`config.mk`:
```
export PLATFORM = sky130hd
export DESIGN_NAME = branch_resolve_unit
export DESIGN_NICKNAME = d
export VERILOG_FILES = /design/src/rtl/bru_pkg.sv /design/src/rtl/bru_cmp.sv /design/src/rtl/branch_resolve_unit.sv
export SDC_FILE = /design/constraint.sdc
export NUM_CORES = 1
export LEC_CHECK = 0
export CORE_MARGIN = 2
export CORE_UTILIZATION = 38
export CTS_CLUSTER_SIZE = 14
export DETAILED_ROUTE_END_ITERATION = 8
export PLACE_DENSITY = 0.73
export SLEW_MARGIN = 15
export SYNTH_ARGS = -nofsm -noshare
export SYNTH_HDL_FRONTEND = slang
export SYNTH_SLANG_ARGS = --single-unit
```
`constraint.sdc`:
```
create_clock -name clk -period 3.75 [get_ports clk]
set_input_delay 0.75 -clock clk [delete_from_list [all_inputs] [get_ports clk]]
set_output_delay 0.75 -clock clk [all_outputs]
set_load 0.05 [all_outputs]
```
`src/rtl/bru_pkg.sv`:
```
// Shared types and constants for the branch resolve unit: condition encodings,
// predictor counter type, and the PC step size.
package bru_pkg;

   typedef enum logic [2:0] {
      BEQ  = 3'b000,
      BNE  = 3'b001,
      BLT  = 3'b100,
      BGE  = 3'b101,
      BLTU = 3'b110,
      BGEU = 3'b111
   } br_func3_e;

   typedef logic [1:0] bht_ctr_t;

   localparam bht_ctr_t    BHT_WEAK_NT = 2'b01;
   localparam int unsigned PC_STEP     = 4;

endpackage

```
`src/rtl/bru_cmp.sv`:
```
// Branch condition evaluator; purely combinational, zero latency, no flow control.
// Reserved func3 encodings resolve not-taken and raise illegal.
module bru_cmp
   import bru_pkg::*;
#(
   parameter int XLEN = 32
) (
   input  logic [XLEN-1:0] rdata1,
   input  logic [XLEN-1:0] rdata2,
   input  logic [2:0]      func3,
   output logic            taken,
   output logic            illegal
);

   always_comb begin
      taken   = 1'b0;
      illegal = 1'b0;
      case (func3)
         BEQ:     taken = (rdata1 == rdata2);
         BNE:     taken = (rdata1 != rdata2);
         BLT:     taken = ($signed(rdata1) <  $signed(rdata2));
         BGE:     taken = ($signed(rdata1) >= $signed(rdata2));
         BLTU:    taken = (rdata1 <  rdata2);
         BGEU:    taken = (rdata1 >= rdata2);
         default: illegal = 1'b1;
      endcase
   end

endmodule

```
`src/rtl/branch_resolve_unit.sv`:
```
// Branch resolve stage: 1-cycle registered result, in_ready = !out_valid || out_ready
// (holds output under backpressure). BRU_BHT_EN adds a 2-bit-counter fetch predictor.
module branch_resolve_unit
   import bru_pkg::*;
#(
   parameter int XLEN      = 32,
   parameter int BHT_DEPTH = 64,
   parameter int CNT_W     = 16
) (
   input  logic             clk,
   input  logic             rst,
   input  logic             in_valid,
   output logic             in_ready,
   input  logic [XLEN-1:0]  in_pc,
   input  logic [XLEN-1:0]  in_imm,
   input  logic [XLEN-1:0]  in_rdata1,
   input  logic [XLEN-1:0]  in_rdata2,
   input  logic [2:0]       in_func3,
   input  logic             in_pred_taken,
   output logic             out_valid,
   input  logic             out_ready,
   output logic             out_taken,
   output logic [XLEN-1:0]  out_next_pc,
   output logic             out_mispredict,
   output logic             out_illegal,
   output logic [CNT_W-1:0] mispredict_cnt,
   input  logic [XLEN-1:0]  pred_pc,
   output logic             pred_taken
);

   localparam int IDX_W = $clog2(BHT_DEPTH);

   logic            cmp_taken;
   logic            cmp_illegal;
   logic            in_hs;
   logic            out_hs;
   logic [XLEN-1:0] target_pc;
   logic [XLEN-1:0] fall_pc;

   bru_cmp #(.XLEN(XLEN)) u_cmp (
      .rdata1  (in_rdata1),
      .rdata2  (in_rdata2),
      .func3   (in_func3),
      .taken   (cmp_taken),
      .illegal (cmp_illegal)
   );

   assign in_ready  = !out_valid || out_ready;
   assign in_hs     = in_valid && in_ready;
   assign out_hs    = out_valid && out_ready;
   assign target_pc = in_pc + in_imm;
   assign fall_pc   = in_pc + XLEN'(PC_STEP);

   always_ff @(posedge clk) begin
      if (rst) begin
         out_valid      <= 1'b0;
         out_taken      <= 1'b0;
         out_next_pc    <= '0;
         out_mispredict <= 1'b0;
         out_illegal    <= 1'b0;
         mispredict_cnt <= '0;
      end else begin
         if (in_hs) begin
            out_valid      <= 1'b1;
            out_taken      <= cmp_taken;
            out_next_pc    <= cmp_taken ? target_pc : fall_pc;
            out_mispredict <= (cmp_taken != in_pred_taken);
            out_illegal    <= cmp_illegal;
         end else if (out_hs) begin
            out_valid <= 1'b0;
         end
         // Count saturates rather than wrapping so software sees a pinned maximum.
         if (out_hs && out_mispredict && (mispredict_cnt != {CNT_W{1'b1}}))
            mispredict_cnt <= mispredict_cnt + 1'b1;
      end
   end

`ifdef BRU_BHT_EN
   bht_ctr_t         bht [BHT_DEPTH];
   logic [IDX_W-1:0] out_idx;
   logic [IDX_W-1:0] lookup_idx;
   logic             unused_pred_pc;

   assign lookup_idx     = pred_pc[IDX_W+1:2];
   assign pred_taken     = bht[lookup_idx][1];
   assign unused_pred_pc = ^{pred_pc[XLEN-1:IDX_W+2], pred_pc[1:0]};

   // Table is written at the edge, so a same-cycle lookup sees the old counter.
   always_ff @(posedge clk) begin
      if (rst) begin
         for (int i = 0; i < BHT_DEPTH; i++) bht[i] <= BHT_WEAK_NT;
         out_idx <= '0;
      end else begin
         if (in_hs) out_idx <= in_pc[IDX_W+1:2];
         if (out_hs && !out_illegal) begin
            if (out_taken && (bht[out_idx] != 2'b11))
               bht[out_idx] <= bht[out_idx] + 2'b01;
            else if (!out_taken && (bht[out_idx] != 2'b00))
               bht[out_idx] <= bht[out_idx] - 2'b01;
         end
      end
   end
`else
   logic unused_pred_pc;

   assign pred_taken     = 1'b0;
   assign unused_pred_pc = ^pred_pc;
`endif

endmodule

```
After elaboration in Yosys (flattened, before gate mapping):

Cells that the tools add are included.

* bits of input ports: 168
* register bits after elaboration: 52
* word-level logic and storage cells: 36
* output and inout bits: 54

* add/sub/neg operators: 3
* reduce and logical (&&, ||, !) cells: 9
* eq/ne operators: 9
* order comparisons: 4
* mux-type cells: 5

Operator list (number)
* 32-bit >= comparator: 2
* 32-bit less-than comparator: 2
* 32-bit by 3-bit adder with 32-bit output (second input constant): 1
* 32-bit adder: 1
* 32-bit == test: 1
* 32-bit two-way mux: 1
* 32-bit inequality test: 1
* 16-bit by 1-bit adder with 16-bit output (second input constant): 1
* 16-bit inequality test (second input constant): 1
* 3-bit == test (second input constant): 4
* 1-bit one-hot mux with 6 select lines: 1
* 6-bit OR reduction: 1
* 1-bit logical AND: 4
* 3-bit by 1-bit == test with 1-bit output (second input constant): 1
* 3-bit zero test: 1
* 1-bit two-way mux: 3
* 2-bit nonzero test: 1
* 1-bit zero test: 1
* 1-bit logical OR: 1
* 1-bit inequality test: 1

Depth between registers and ports, before layout:

* depth after elaboration: 4
* mapped depth: 12
* depth with buffers taken out: 12

Modules after synthesis:

A second synthesis with hierarchy kept.

* cells, all modules: 686
* area, all modules: 5230.0 µm²

By module, submodules not included
* branch_resolve_unit: times used 1, cells each 557, area each 4300.4 µm²
* bru_cmp: times used 1, cells each 129, area each 929.6 µm²

Least setup slack after synthesis:

OpenSTA, ideal clock, no wires.

* path kind: input -> register
* start: in in_rdata2[14]
* end: reg out_next_pc[1]
* arrival: 3.195 ns
* setup time: 0.086 ns
* stages on the path: 11
* setup slack: 0.470 ns
* path through: inv_1 -> ha_1 -> nand4_1 -> or4_1 -> nor2_1 -> nand2_1 -> nor4b_1 -> o21ba_1 -> nor3_4 -> mux2_2 -> a211oi_1

* longest elaborated chain between the ends: 3

Ends and longest elaborated chain
* start, declared: RTL line branch_resolve_unit.sv:17 `input logic [XLEN-1:0] in_rdata2,`
* 32-bit >= comparator (tied with other cells): RTL line bru_cmp.sv:24 `BGEU: taken = (rdata1 >= rdata2);`
* 1-bit one-hot mux with 6 select lines (*): RTL line bru_cmp.sv:18 `case (func3)`
* 32-bit two-way mux (*): RTL line branch_resolve_unit.sv:66 `out_next_pc <= cmp_taken ? target_pc : fall_pc;`
* end signal, assigned: RTL line branch_resolve_unit.sv:66
* end, declared: RTL line branch_resolve_unit.sv:23 `output logic [XLEN-1:0] out_next_pc,`

Every way passes the cells marked *; elsewhere a longest branch is shown, timed or not.
A chain may end at the register's enable or synchronous reset.

Worst setup path in the final report:

* start: in in_rdata2[14]
* end: reg out_next_pc[2]

Same word-level chain as after synthesis.

==> summary.txt <==
Floorplan
  • Std-Cell Core Area: 0.0133 mm²
  • Starting Density: 39.2%
  • Die X: 121 µm
  • Std-Cell Rows: 42
  • Die Outline Area: 0.0147 mm²
  • Boundary pin count: 222
  • Overall die height: 121 µm

Global routing
  • Wire length of the first global-routing pass: 24,100 µm
  • Maximum number of pins on one net before global-route repair: 54
  • Via count of the first global-routing pass: 5,200
  • Number of antenna violations at the first check in global routing: 0
  • All-layer global routing usage: 19.8%
  • Residual overflow from global routing: 0

Setup path
  • CP Class: input pin to register
  • Type of element launching the critical path: input pin
  • Worst path required time: 3.96 ns
  • Critical path arrival: 3.79 ns
  • Type of element capturing the critical path: register
  • Crit path max fanout: 6

STA
  • Clock tree skew after final layout: 0.00663 ns
  • Number of pins with negative max-slew slack in the final report: 0
  • Number of failing hold endpoints at the final stage: 0
  • Achievable clock frequency: 0.279 GHz
  • Setup total negative slack: 0 ns
  • Slew at the pin closest to its max-slew limit: 0.659 ns
  • Period utilization: 95.4%
  • Headroom to the max-slew limit: 56.0%
  • Setup Viol. Count Final: 0
  • Unrepaired setup endpoints after global routing: false
  • Shortest period the worst path allows: 3.58 ns

Synth
  • Number of different library cells in the post-synthesis netlist: 54
  • Main flop type after synthesis: sky130_fd_sc_hd__dfxtp_1
  • Register area share after synthesis: 19.9%
  • Mean cell area of the mapped netlist: 7.68 µm²
  • Register bit count reported by yosys: 52
  • Number of flops mapped to enable cells by yosys: 0
  • Post-Synthesis Cells: 682
  • Share of flip-flops with an asynchronous set or reset: 0%
  • Area of the mapped netlist: 0.00524 mm²
  • Syn nets: 916
  • Yosys warning total: 0

Job
  • Count of max-cap constraint violations: 0

Clocking
  • Later-pin clock latency in the skew report: 0.28 ns
  • Clock H-tree levels: 2
  • Clock tree from TritonCTS: done
  • Hold-fix buffers at CTS: 0
  • Clk buf depth: 2
  • Number of buffers created by CTS: 5
  • Clock root buffer master: sky130_fd_sc_hd__clkbuf_16
  • Clock net sink count: 52
  • Clock-pin slew of the registers on the worst-case setup and hold paths: 0.07 ns

Final layout
  • Filler cell count in the final layout: 1,239
  • Post-layout instance area: 0.00788 mm²
  • Share of layout cells above drive strength 1: 8.54%
  • Share of the core filled with cells in the final layout: 59.0%
  • Area growth from synthesis to layout: 50.4%
  • Ant. Diodes: 0
  • Number of nets at the end of the flow: 1,146

Placed design
  • PortBufs: 188
  • Post-detailed-placement cell area: 0.00767 mm²
  • Half-perimeter wire length after placement: 12,400 µm
  • Routability cong.: 0.848

Route
  • Average vias per placed instance: 5.18
  • Routed wire length: 15,100 µm
  • Post-detailed-route wirelength per cell: 13.8 µm
  • Detailed-router iteration count before antenna repair: 5
  • Violation count after the first detailed-route iteration: 267
  • Post-route DRC violation count: 0
  • Final antenna-violating net count: 0
  • Via count: 5,645

Status
  • Result of the run: finished clean

Min path
  • Hold Path Class: register to register

Power
  • Power Dens Cells: 271 mW/mm²
  • Lkg Pwr: 3.31 nW
  • Power Total: 0.00214 W
  • Maximum vdd ir drop: 0.000238 V
-- power by group --
part	switching [W]	internal (W)	leakage (nW)
Sequential	0.0000235	0.000591	0.426
Clock	0.000206	0.000335	0.0871
Combinational	0.000501	0.000479	2.80
Total	0.000730	0.00141	3.31
-- through the flow --
step	hold slack [ns]	setup slack (ns)	cells
global route	0.486	0.00490	1089
finish	0.459	0.172	1089
CTS	0.458	0.111	1088
floorplan	0.671	0.470	682
detailed placement	0.448	-0.176	1080
global placement	0.442	-0.118	1080
-- placed cells by master (no fill, tap or decap), drive strengths merged, types with 6 or more instances in the layout --
master and instances:
clkdlybuf4s50 187, ha 65, a21oi 56, o21ai 54, buf 54, nor2 53
nand2 52, dfxtp 52, inv 48, xnor2 39, nand3 26, xor2 25
mux2i 23, nand3b 23, nand4 20, a21o 16, nor3 15, a211oi 10
and3 8, or3 8, nand2b 7, o21a 6, and2 6, clkbuf 6
-- kinds of logic (layout without fill, tap and decap cells) --
group                      after synthesis  after routing  synth area share, %
AOI/OAI and AO/OA                      172            172                 19.9
xor gates and xnor gates                64             64                 10.7
adders and majority gates               66             66                 15.9
buffers and inverters                   66            297                 5.23
DFF                                     52             52                 19.9
muxes                                   27             27                 5.26
other                                    1              1               0.0716
and+or+nand+nor                        234            234                 23.1
-- routing by layer --
layer	track usage, %	part of all wire (%)	vias to the layer above
met4	2.51	0.91	0
met5	0	0	-
met3	3.15	7.0	10
met2	34.9	46	176
met1	26.2	46	2545
li1	-	-	2914
-- repair_timing --
action,in CTS,in global routing
buffers inserted,0,1
resized for setup,0,8
endpoints found under the setup margin,0,21
-- worst max-delay path, cell delays in order --
cell,delay [ns]
sky130_fd_sc_hd__clkdlybuf4s50_1,0.45
sky130_fd_sc_hd__inv_1,0.04
sky130_fd_sc_hd__ha_1,0.30
sky130_fd_sc_hd__nand4_1,0.14
sky130_fd_sc_hd__buf_4,0.13
sky130_fd_sc_hd__nor2_1,0.04
sky130_fd_sc_hd__a221o_1,0.29
sky130_fd_sc_hd__o31a_1,0.31
sky130_fd_sc_hd__o21a_1,0.17
sky130_fd_sc_hd__o21ba_2,0.21
sky130_fd_sc_hd__nor3_4,0.26
sky130_fd_sc_hd__buf_12,0.15
sky130_fd_sc_hd__mux2_2,0.33
sky130_fd_sc_hd__a211oi_2,0.21
-- registers in the layout (all words and copies together), names as in the netlist --
register and count:
out_next_pc 32, mispredict_cnt 16, out_illegal 1, out_mispredict 1, out_taken 1, out_valid 1
-- Yosys cell counts, drive strengths merged (3+ instances only) --
library cell	n	share of area [%]
a311oi	4	0.67
nand3b	23	3.3
clkbuf	13	0.93
buf	5	0.86
a21oi	56	5.4
o211ai	4	0.57
a211oi	10	1.4
or2	3	0.36
o21a	6	0.86
a21boi	4	0.57
xor2	25	4.2
inv	48	3.4
o21ai	54	5.2
dfxtp	52	20
mux2	4	0.86
mux2i	23	4.4
nand3	26	2.5
nand2	52	3.7
xnor2	39	6.5
nor2	53	3.8
nand4	20	2.4
or3	8	0.96
and2	6	0.72
nor3	15	1.6
nor2b	4	0.48
and4	4	0.67
ha	65	16
nand2b	7	0.84
a21o	16	2.3
o31a	3	0.50
and3	8	0.96
-- cell type report --
| cell class | count | area (µm²) | area share [%] |
|---|---|---|---|
| clock buffers | 6 | 139 | 1.76 |
| flip-flops and latches | 52 | 1040 | 13.2 |
| clock inverters | 2 | 38.8 | 0.492 |
| inverters | 48 | 180 | 2.29 |
| well taps | 176 | 220 | 2.80 |
| repair buffers | 241 | 2320 | 29.4 |
| multi-input cells | 564 | 3940 | 50.0 |
-- final timing paths --
path / from / endpoint / slack (ns) / cells after the start
worst max-delay path: in_rdata2[14] / out_next_pc[2] / 0.17 / 14
worst min-delay path: out_taken / out_taken / 0.46 / 2
worst max register to register: mispredict_cnt[2] / mispredict_cnt[13] / 1.71 / 9
worst min register to register: out_taken / out_taken / 0.46 / 2
Note: power is estimated with default switching activity, not from simulation.
